File: src/rtl/antitoken_counter.sv
// Saturating up/down counter holding the number of late tokens still owed a
// discard on one select input.
module antitoken_counter #(
  parameter int MAX_ANTI = 3
) (
  input  logic clk,
  input  logic reset,
  input  logic inc,
  input  logic dec,
  output logic count_zero,
  output logic count_full
);

  localparam int CW = $clog2(MAX_ANTI + 1);
  localparam logic [CW-1:0] MAX_CNT = CW'(MAX_ANTI);

  logic [CW-1:0] count;

  // Simultaneous inc and dec cancel, which lets a full counter kill a token
  // in the same cycle it owes a new one.
  always_ff @(posedge clk or posedge reset) begin
    if (reset) begin
      count <= '0;
    end else if (inc && !dec && count != MAX_CNT) begin
      count <= count + CW'(1);
    end else if (dec && !inc && count != '0) begin
      count <= count - CW'(1);
    end
  end

  assign count_zero = (count == '0);
  assign count_full = (count == MAX_CNT);

endmodule

File: src/rtl/select_n_antitoken.sv
// N-way dataflow select: forwards ins[sel] as soon as the condition and the
// selected token are present; late tokens on other inputs are discarded later.
module select_n_antitoken #(
  parameter int DATA_WIDTH = 32,
  parameter int NUM_INPUTS = 4,
  parameter int SEL_WIDTH  = 2,
  parameter int MAX_ANTI   = 3
) (
  input  logic                             clk,
  input  logic                             reset,
  input  logic [SEL_WIDTH-1:0]             sel,
  input  logic                             sel_valid,
  output logic                             sel_ready,
  input  logic [NUM_INPUTS*DATA_WIDTH-1:0] ins,
  input  logic [NUM_INPUTS-1:0]            ins_valid,
  output logic [NUM_INPUTS-1:0]            ins_ready,
  output logic [DATA_WIDTH-1:0]            result,
  output logic                             result_valid,
  input  logic                             result_ready
);

  localparam logic [31:0] NUM_U = 32'(NUM_INPUTS);

  logic [31:0]            sel_ext;
  logic [NUM_INPUTS-1:0]  cnt_zero;
  logic [NUM_INPUTS-1:0]  cnt_full;
  logic [NUM_INPUTS-1:0]  fresh;
  logic [NUM_INPUTS-1:0]  kill;
  logic [NUM_INPUTS-1:0]  inc;
  logic                   legal;
  logic                   block;
  logic                   sel_fresh;
  logic                   valid_int;
  logic                   fire;
  logic [DATA_WIDTH-1:0]  mux;

  assign sel_ext = 32'(sel);
  assign legal   = (sel_ext < NUM_U);
  assign fresh   = ins_valid & cnt_zero;
  assign kill    = ins_valid & ~cnt_zero;

  // An unselected input already owing MAX_ANTI discards cannot absorb another,
  // so the fire waits unless that input's token is here to be killed now.
  always_comb begin
    block     = 1'b0;
    sel_fresh = 1'b0;
    mux       = '0;
    for (int unsigned i = 0; i < NUM_INPUTS; i++) begin
      if (sel_ext == i) begin
        sel_fresh = fresh[i];
        mux       = ins[i*DATA_WIDTH +: DATA_WIDTH];
      end else if (cnt_full[i] && !ins_valid[i]) begin
        block = 1'b1;
      end
    end
  end

  assign valid_int = sel_valid & legal & sel_fresh & ~block;
  assign fire      = valid_int & result_ready;

  always_comb begin
    inc = '0;
    for (int unsigned i = 0; i < NUM_INPUTS; i++) begin
      inc[i] = fire & (sel_ext != i) & ~fresh[i];
    end
  end

  assign result_valid = valid_int & ~reset;
  assign sel_ready    = fire & ~reset;
  assign ins_ready    = reset ? '0 : (kill | ({NUM_INPUTS{fire}} & fresh));
  assign result       = reset ? '0 : mux;

  for (genvar g = 0; g < NUM_INPUTS; g++) begin : g_cnt
    antitoken_counter #(
      .MAX_ANTI(MAX_ANTI)
    ) u_cnt (
      .clk       (clk),
      .reset     (reset),
      .inc       (inc[g]),
      .dec       (kill[g]),
      .count_zero(cnt_zero[g]),
      .count_full(cnt_full[g])
    );
  end

  a_sel_legal: assert property (@(posedge clk) disable iff (reset) sel_valid |-> legal);

endmodule
File: config.mk
export PLATFORM = sky130hd
export DESIGN_NAME = select_n_antitoken
export DESIGN_NICKNAME = d
export VERILOG_FILES = /design/src/rtl/antitoken_counter.sv /design/src/rtl/select_n_antitoken.sv
export SDC_FILE = /design/constraint.sdc
export NUM_CORES = 1
export LEC_CHECK = 0
export CAP_MARGIN = 20
export CORE_AREA = 2 2 80 82
export DETAILED_ROUTE_END_ITERATION = 10
export DIE_AREA = 0 0 82 84
export PLACE_DENSITY = 0.91
export SLEW_MARGIN = 5
export SYNTH_ARGS = -nofsm -noshare
export SYNTH_HDL_FRONTEND = slang
export SYNTH_SLANG_ARGS = --single-unit
File: constraint.sdc
create_clock -name clk -period 2.7 [get_ports clk]
set_clock_uncertainty 0.05 [all_clocks]
set_input_delay 0.27 -clock clk [delete_from_list [all_inputs] [get_ports clk]]
set_output_delay 0.27 -clock clk [all_outputs]
set_load 0.02 [all_outputs]
Yosys cells after proc, flatten, opt, wreduce, memory -nomap -nowiden
Cells that the tools add are included.
{"block": "word_totals", "regBits": 8, "output_inout_bits": 38}
{"block": "op_classes", "n_addsub": 8, "order_cmp": 1, "n_eq_ne": 14, "mux": 26, "bitwise_logic": 25, "reduce_logical": 46}
{"cell": "2-to-1 mux 32 bit", "n": 5}
{"cell": "logical NOT 32 bit", "n": 1}
{"cell": "nonzero test 32 bit", "n": 1}
{"cell": "logical AND 1 bit", "n": 20}
{"cell": "2-to-1 mux 2 bit", "n": 8}
{"cell": "nonzero test 2 bit", "n": 8}
{"cell": "AND 1 bit", "n": 14}
{"cell": "AND 4 bit", "n": 3}
{"cell": "equality test 2 bit, second input constant", "n": 6}
{"cell": "logical NOT 1 bit", "n": 12}
{"cell": "2-to-1 mux 1 bit", "n": 12}
{"cell": "inequality test 2 bit, second input constant", "n": 6}
{"cell": "adder 2 x 1 -> 2 bit, second input constant", "n": 4}
{"cell": "logical NOT 2 bit", "n": 4}
{"cell": "subtractor 2 x 1 -> 2 bit, second input constant", "n": 4}
{"cell": "NOT 1 bit", "n": 6}
{"cell": "2-to-1 mux 4 bit", "n": 1}
{"cell": "NOT 4 bit", "n": 1}
{"cell": "bitwise OR 4 bit", "n": 1}
{"cell": "less-than comparator 2 x 3 -> 1 bit, second input constant", "n": 1}
{"cell": "equality test 2 x 1 -> 1 bit, second input constant", "n": 1}
{"cell": "inequality test 2 x 1 -> 1 bit, second input constant", "n": 1}

Longest topological paths before layout
{"block": "logic_depth", "word_depth": 20, "depth_mapped": 7}

Modules after synthesis
From an unflattened synthesis, not the netlist that was laid out.
{"block": "unflattened", "cells_unflattened": 187, "hier_area_um2": 1843.0}
{"module": "select_n_antitoken", "n_inst": 1, "cells_each": 127, "area_per_inst_um2": 1327.5}
{"module": "antitoken_counter", "n_inst": 4, "cells_each": 15, "area_per_inst_um2": 128.9}

Worst setup path after synthesis
OpenSTA, ideal clock, no wires.
{"block": "synth_path", "path_type": "register to output", "start": "register g_cnt[0].u_cnt.count[1]", "end": "output port ins_ready[1]", "t_arrival_ns": 2.115, "setup_slack_ns": 0.265, "path_stages_with_launch": 7, "path_buffers": 0, "path_cell_list": "dfrtp_1 > or4b_1 > o22ai_2 > a32oi_4 > nor2_1 > nand2_1 > a211oi_1"}
{"block": "synth_between", "elab_chain_len": 16, "word_cells_on_any_way": 23}
{"item": "from (decl)", "line": "antitoken_counter.sv:17", "rtl": "logic [CW-1:0] count;"}
{"item": "from (signal assigned)", "line": "antitoken_counter.sv:25", "rtl": "count <= count + CW'(1);"}
{"item": "from (signal assigned)", "line": "antitoken_counter.sv:27", "rtl": "count <= count - CW'(1);"}
{"item": "equality test 2 bit", "line": "antitoken_counter.sv:32", "rtl": "assign count_full = (count == MAX_CNT);"}
{"item": "logical AND 1 bit", "line": "select_n_antitoken.sv:52", "rtl": "end else if (cnt_full[i] && !ins_valid[i]) begin"}
{"item": "2-to-1 mux 1 bit", "line": "select_n_antitoken.sv:52"}
{"item": "2-to-1 mux 1 bit", "line": "select_n_antitoken.sv:49", "rtl": "if (sel_ext == i) begin"}
{"item": "2-to-1 mux 1 bit", "line": "select_n_antitoken.sv:52"}
{"item": "2-to-1 mux 1 bit", "line": "select_n_antitoken.sv:49"}
{"item": "2-to-1 mux 1 bit", "line": "select_n_antitoken.sv:52"}
{"item": "2-to-1 mux 1 bit", "line": "select_n_antitoken.sv:49"}
{"item": "2-to-1 mux 1 bit", "line": "select_n_antitoken.sv:52"}
{"item": "2-to-1 mux 1 bit", "line": "select_n_antitoken.sv:49"}
{"item": "NOT 1 bit", "line": "select_n_antitoken.sv:58", "rtl": "assign valid_int = sel_valid & legal & sel_fresh & ~block;"}
{"item": "AND 1 bit *", "line": "select_n_antitoken.sv:58"}
{"item": "AND 1 bit *", "line": "select_n_antitoken.sv:59", "rtl": "assign fire = valid_int & result_ready;"}
{"item": "AND 4 bit *", "line": "select_n_antitoken.sv:70", "rtl": "assign ins_ready = reset ? '0 : (kill | ({NUM_INPUTS{fire}} & fresh));"}
{"item": "bitwise OR 4 bit *", "line": "select_n_antitoken.sv:70"}
{"item": "2-to-1 mux 4 bit *", "line": "select_n_antitoken.sv:70"}
{"item": "to (decl)", "line": "select_n_antitoken.sv:16", "rtl": "output logic [NUM_INPUTS-1:0] ins_ready,"}
Mark *: on every way between the ends. The rest lies on a longest branch, timed or not.

Worst setup path after layout
{"block": "layout_path", "start": "register g_cnt[0].u_cnt.count[1]", "end": "output port ins_ready[3]"}
The elaborated chain is that of the path after synthesis.

==> metrics.yaml <==
status:
  status: "completed"
flow_run:
  cap_viol_max_count: 0
synthesis:
  synth.area.mux_share: 0.445
  synth_top_cell_by_area: "mux4_2"
  syn-num-nets: 299
  synth_edf_count: 0
  async_flop_share: 1.00
  yosysTopAreaCellShare: 0.414
  synth_top_family_by_area: "multiplexers"
  synthSimpleGateAreaFrac: 0.259
  yosys_warnings: 0
  synth.avg_cell_area_um2: 10.8
  synth_cells: 161
  synth.cell_area_mm2: 0.00174
  synth-compound-area-share: 0.135
  synthTopCellsByArea: "mux4_2 41%, and2_1 12%, dfrtp_1 12%, nand2_1 2.4%, nand2b_1 2.2%"
  synthAdderAreaFrac: 0
  ys_ff_latch: 8
  yosys.area_share.xor_xnor: 0.0101
  ys_seq_area_frac: 0.115
  synth_flop_cell: "dfrtp_1"
  synth.distinct_cells: 41
floorplanning:
  die_area_mm2: 0.00689
  pin_count: 176
  rows: 29
  die_h_um: 84
  die_w_um: 82
  coreArea_mm2: 0.00610
  start_util: 0.285
worst_setup_path:
  cp_num_buf_inv: 2
  critPathTopFamily: "simple AND/OR/NAND/NOR gates"
  critPathMaxFanout: 5
  cpPeakStageDelay_ps: 500
  worst_path_max_delay_cell: "or4b_4"
  crit_required_ps: 2380
  cp-start-kind: "register"
  path_class: "reg -> out"
  cp-end-kind: "output pin"
  cp_cell_sequence: "or4b_4 -> o22ai_4 -> a32oi_4 -> nor3b_4 -> buf_4 -> o311a_1 -> buf_6"
  cp_data_arrival_time_ps: 2330
timing:
  slew_violations: 0
  finalSetupViolCount: 0
  fmax_mhz: 377
  hold_violations: 0
  finalCriticalPeriod_ps: 2650
  fin_crit_sh: 0.983
  tightest_slew_ps: 362
  slew_headroom: 0.759
  setup_tns_ps: 0
place:
  hpwl_um: 6790
  io_buffers: 175
  dpl_cell_area_mm2: 0.00374
  place_congestion: 0.904
drt:
  met3_length_um: 716
  drc_errors: 0
  routed.top_layer: "met4"
  drtAntennaViolNets: 0
  vias: 2269
  vias_per_cell: 5.23
  drt-met1-wl_um: 2850
  wl_met2_um: 4470
  dr.pass1.iters: 4
  wl_um: 8310
  wire_per_inst_um: 19.1
  drtIter0Drc: 55
cts:
  cts-root-buf: "clkbuf_8"
  cts_buffer_depth: 2
  ctsHoldBuffers: 0
  cts_sinks: 8
  clock_latency_ps: 240
  cts_tree: "built"
  cts_made_buffers: 3
  htree_levels: 1
  clk_pin_slew_ps: 40
global_routing:
  grt_usage: 0.227
  overflow: 0
  grt_max_degree: 44
  antenna_found_initial: 0
  grt_pass1_wl_um: 12100
  grt_pass1_vias: 2418
layout:
  fin_area_mm2: 0.00383
  largest_register_ffs: 8
  area_growth_pct: 120
  regMostFlops: "g_cnt.u_cnt.count"
  drive_gt1_frac: 0.232
  layout_common_cells: "166 x clkdlybuf4s50_1, 34 x and2_1, 32 x mux4_2, 28 x buf_4, 11 x nand2_1"
  nets: 497
  final_common_cell: "clkdlybuf4s50_1"
  antenna_cells: 0
  largestRegisters: "g_cnt.u_cnt.count: 8 flops"
power:
  p_leak_nw: 1.49
  powerDensity_mw_per_mm2: 245
  vdd_drop_max_uv: 256
hold_path:
  hold_class: "in -> async"
-- final timing paths --
path	startpoint	end	slack, ps	depth (start not counted)
min in group clk	sel[1]	g_cnt[0].u_cnt.count[1]	500	4
worst max-delay path	g_cnt[0].u_cnt.count[1]	ins_ready[3]	50	7
worst min-delay path	reset	g_cnt[2].u_cnt.count[1]	450	3
max in group asynchronous	reset	g_cnt[0].u_cnt.count[1]	1990	3
worst max register to register	g_cnt[0].u_cnt.count[1]	g_cnt[1].u_cnt.count[0]	80	8
worst min register to register	g_cnt[3].u_cnt.count[1]	g_cnt[3].u_cnt.count[0]	590	2
-- cell families after synthesis --
kind of cell,Yosys count
xor+xnor,2
simple gates,72
compound gates,27
mux,37
flops,8
buf+inv,15
-- stage by stage --
stage / std cells / hold slack, ps / util / power, mW / worst slack [ps]
6_report: 434 / 451 / 0.628 / 0.939 / 45.3
5_1_grt: 434 / 468 / 0.628 / 0.988 / -11.0
4_1_cts: 432 / 444 / 0.620 / 0.933 / 7.92
3_5_place_dp: 428 / 570 / 0.613 / 0.776 / -404
3_3_place_gp: 428 / 561 / 0.613 / 0.758 / -336
2_1_floorplan: 161 / 322 / - / 0.414 / 265
-- cell usage after synthesis, types with 3 or more instances --
cell type	count
buf_2	5
nand2_1	11
clkbuf_1	5
mux4_2	32
o311a_1	3
dfrtp_1	8
and2_1	34
a21oi_1	4
o21ai_0	4
inv_1	4
nor3_1	4
mux2i_1	3
nor2_1	5
nand2b_1	6
-- what timing repair did --
action / in CTS / in global routing
hold endpoints to repair: 0 / 0
gates resized for setup: 20 / 7
pin swaps: 1 / 5
endpoints found under the setup margin: 6 / 6
setup buffers: 1 / 2
-- layer usage --
layer	vias up	GRT usage
li1	1034	-
met1	1105	0.242
met2	107	0.418
met3	23	0.0541
met4	0	0.0864
met5	-	0
-- cell type report --
class	count	area (um^2)
clock buffers	3	41.3
flip-flops and latches	8	200
fillers	471	2270
multi-input cells	138	1500
repair buffers	204	1970
well taps	77	96.3
inverters	4	15.0
-- tightest hold or removal path: stages --
cell             delay, ps
clkdlybuf4s50_1        480
inv_1                  130
buf_12                 200
-- where the power goes --
group / leakage, nW / switching [mW] / internal (mW)
sequential: 0.110 / 0.0107 / 0.129
clock: 0.0216 / 0.0544 / 0.0972
combinational: 1.36 / 0.233 / 0.414
Power figures use the tool's default switching activity.
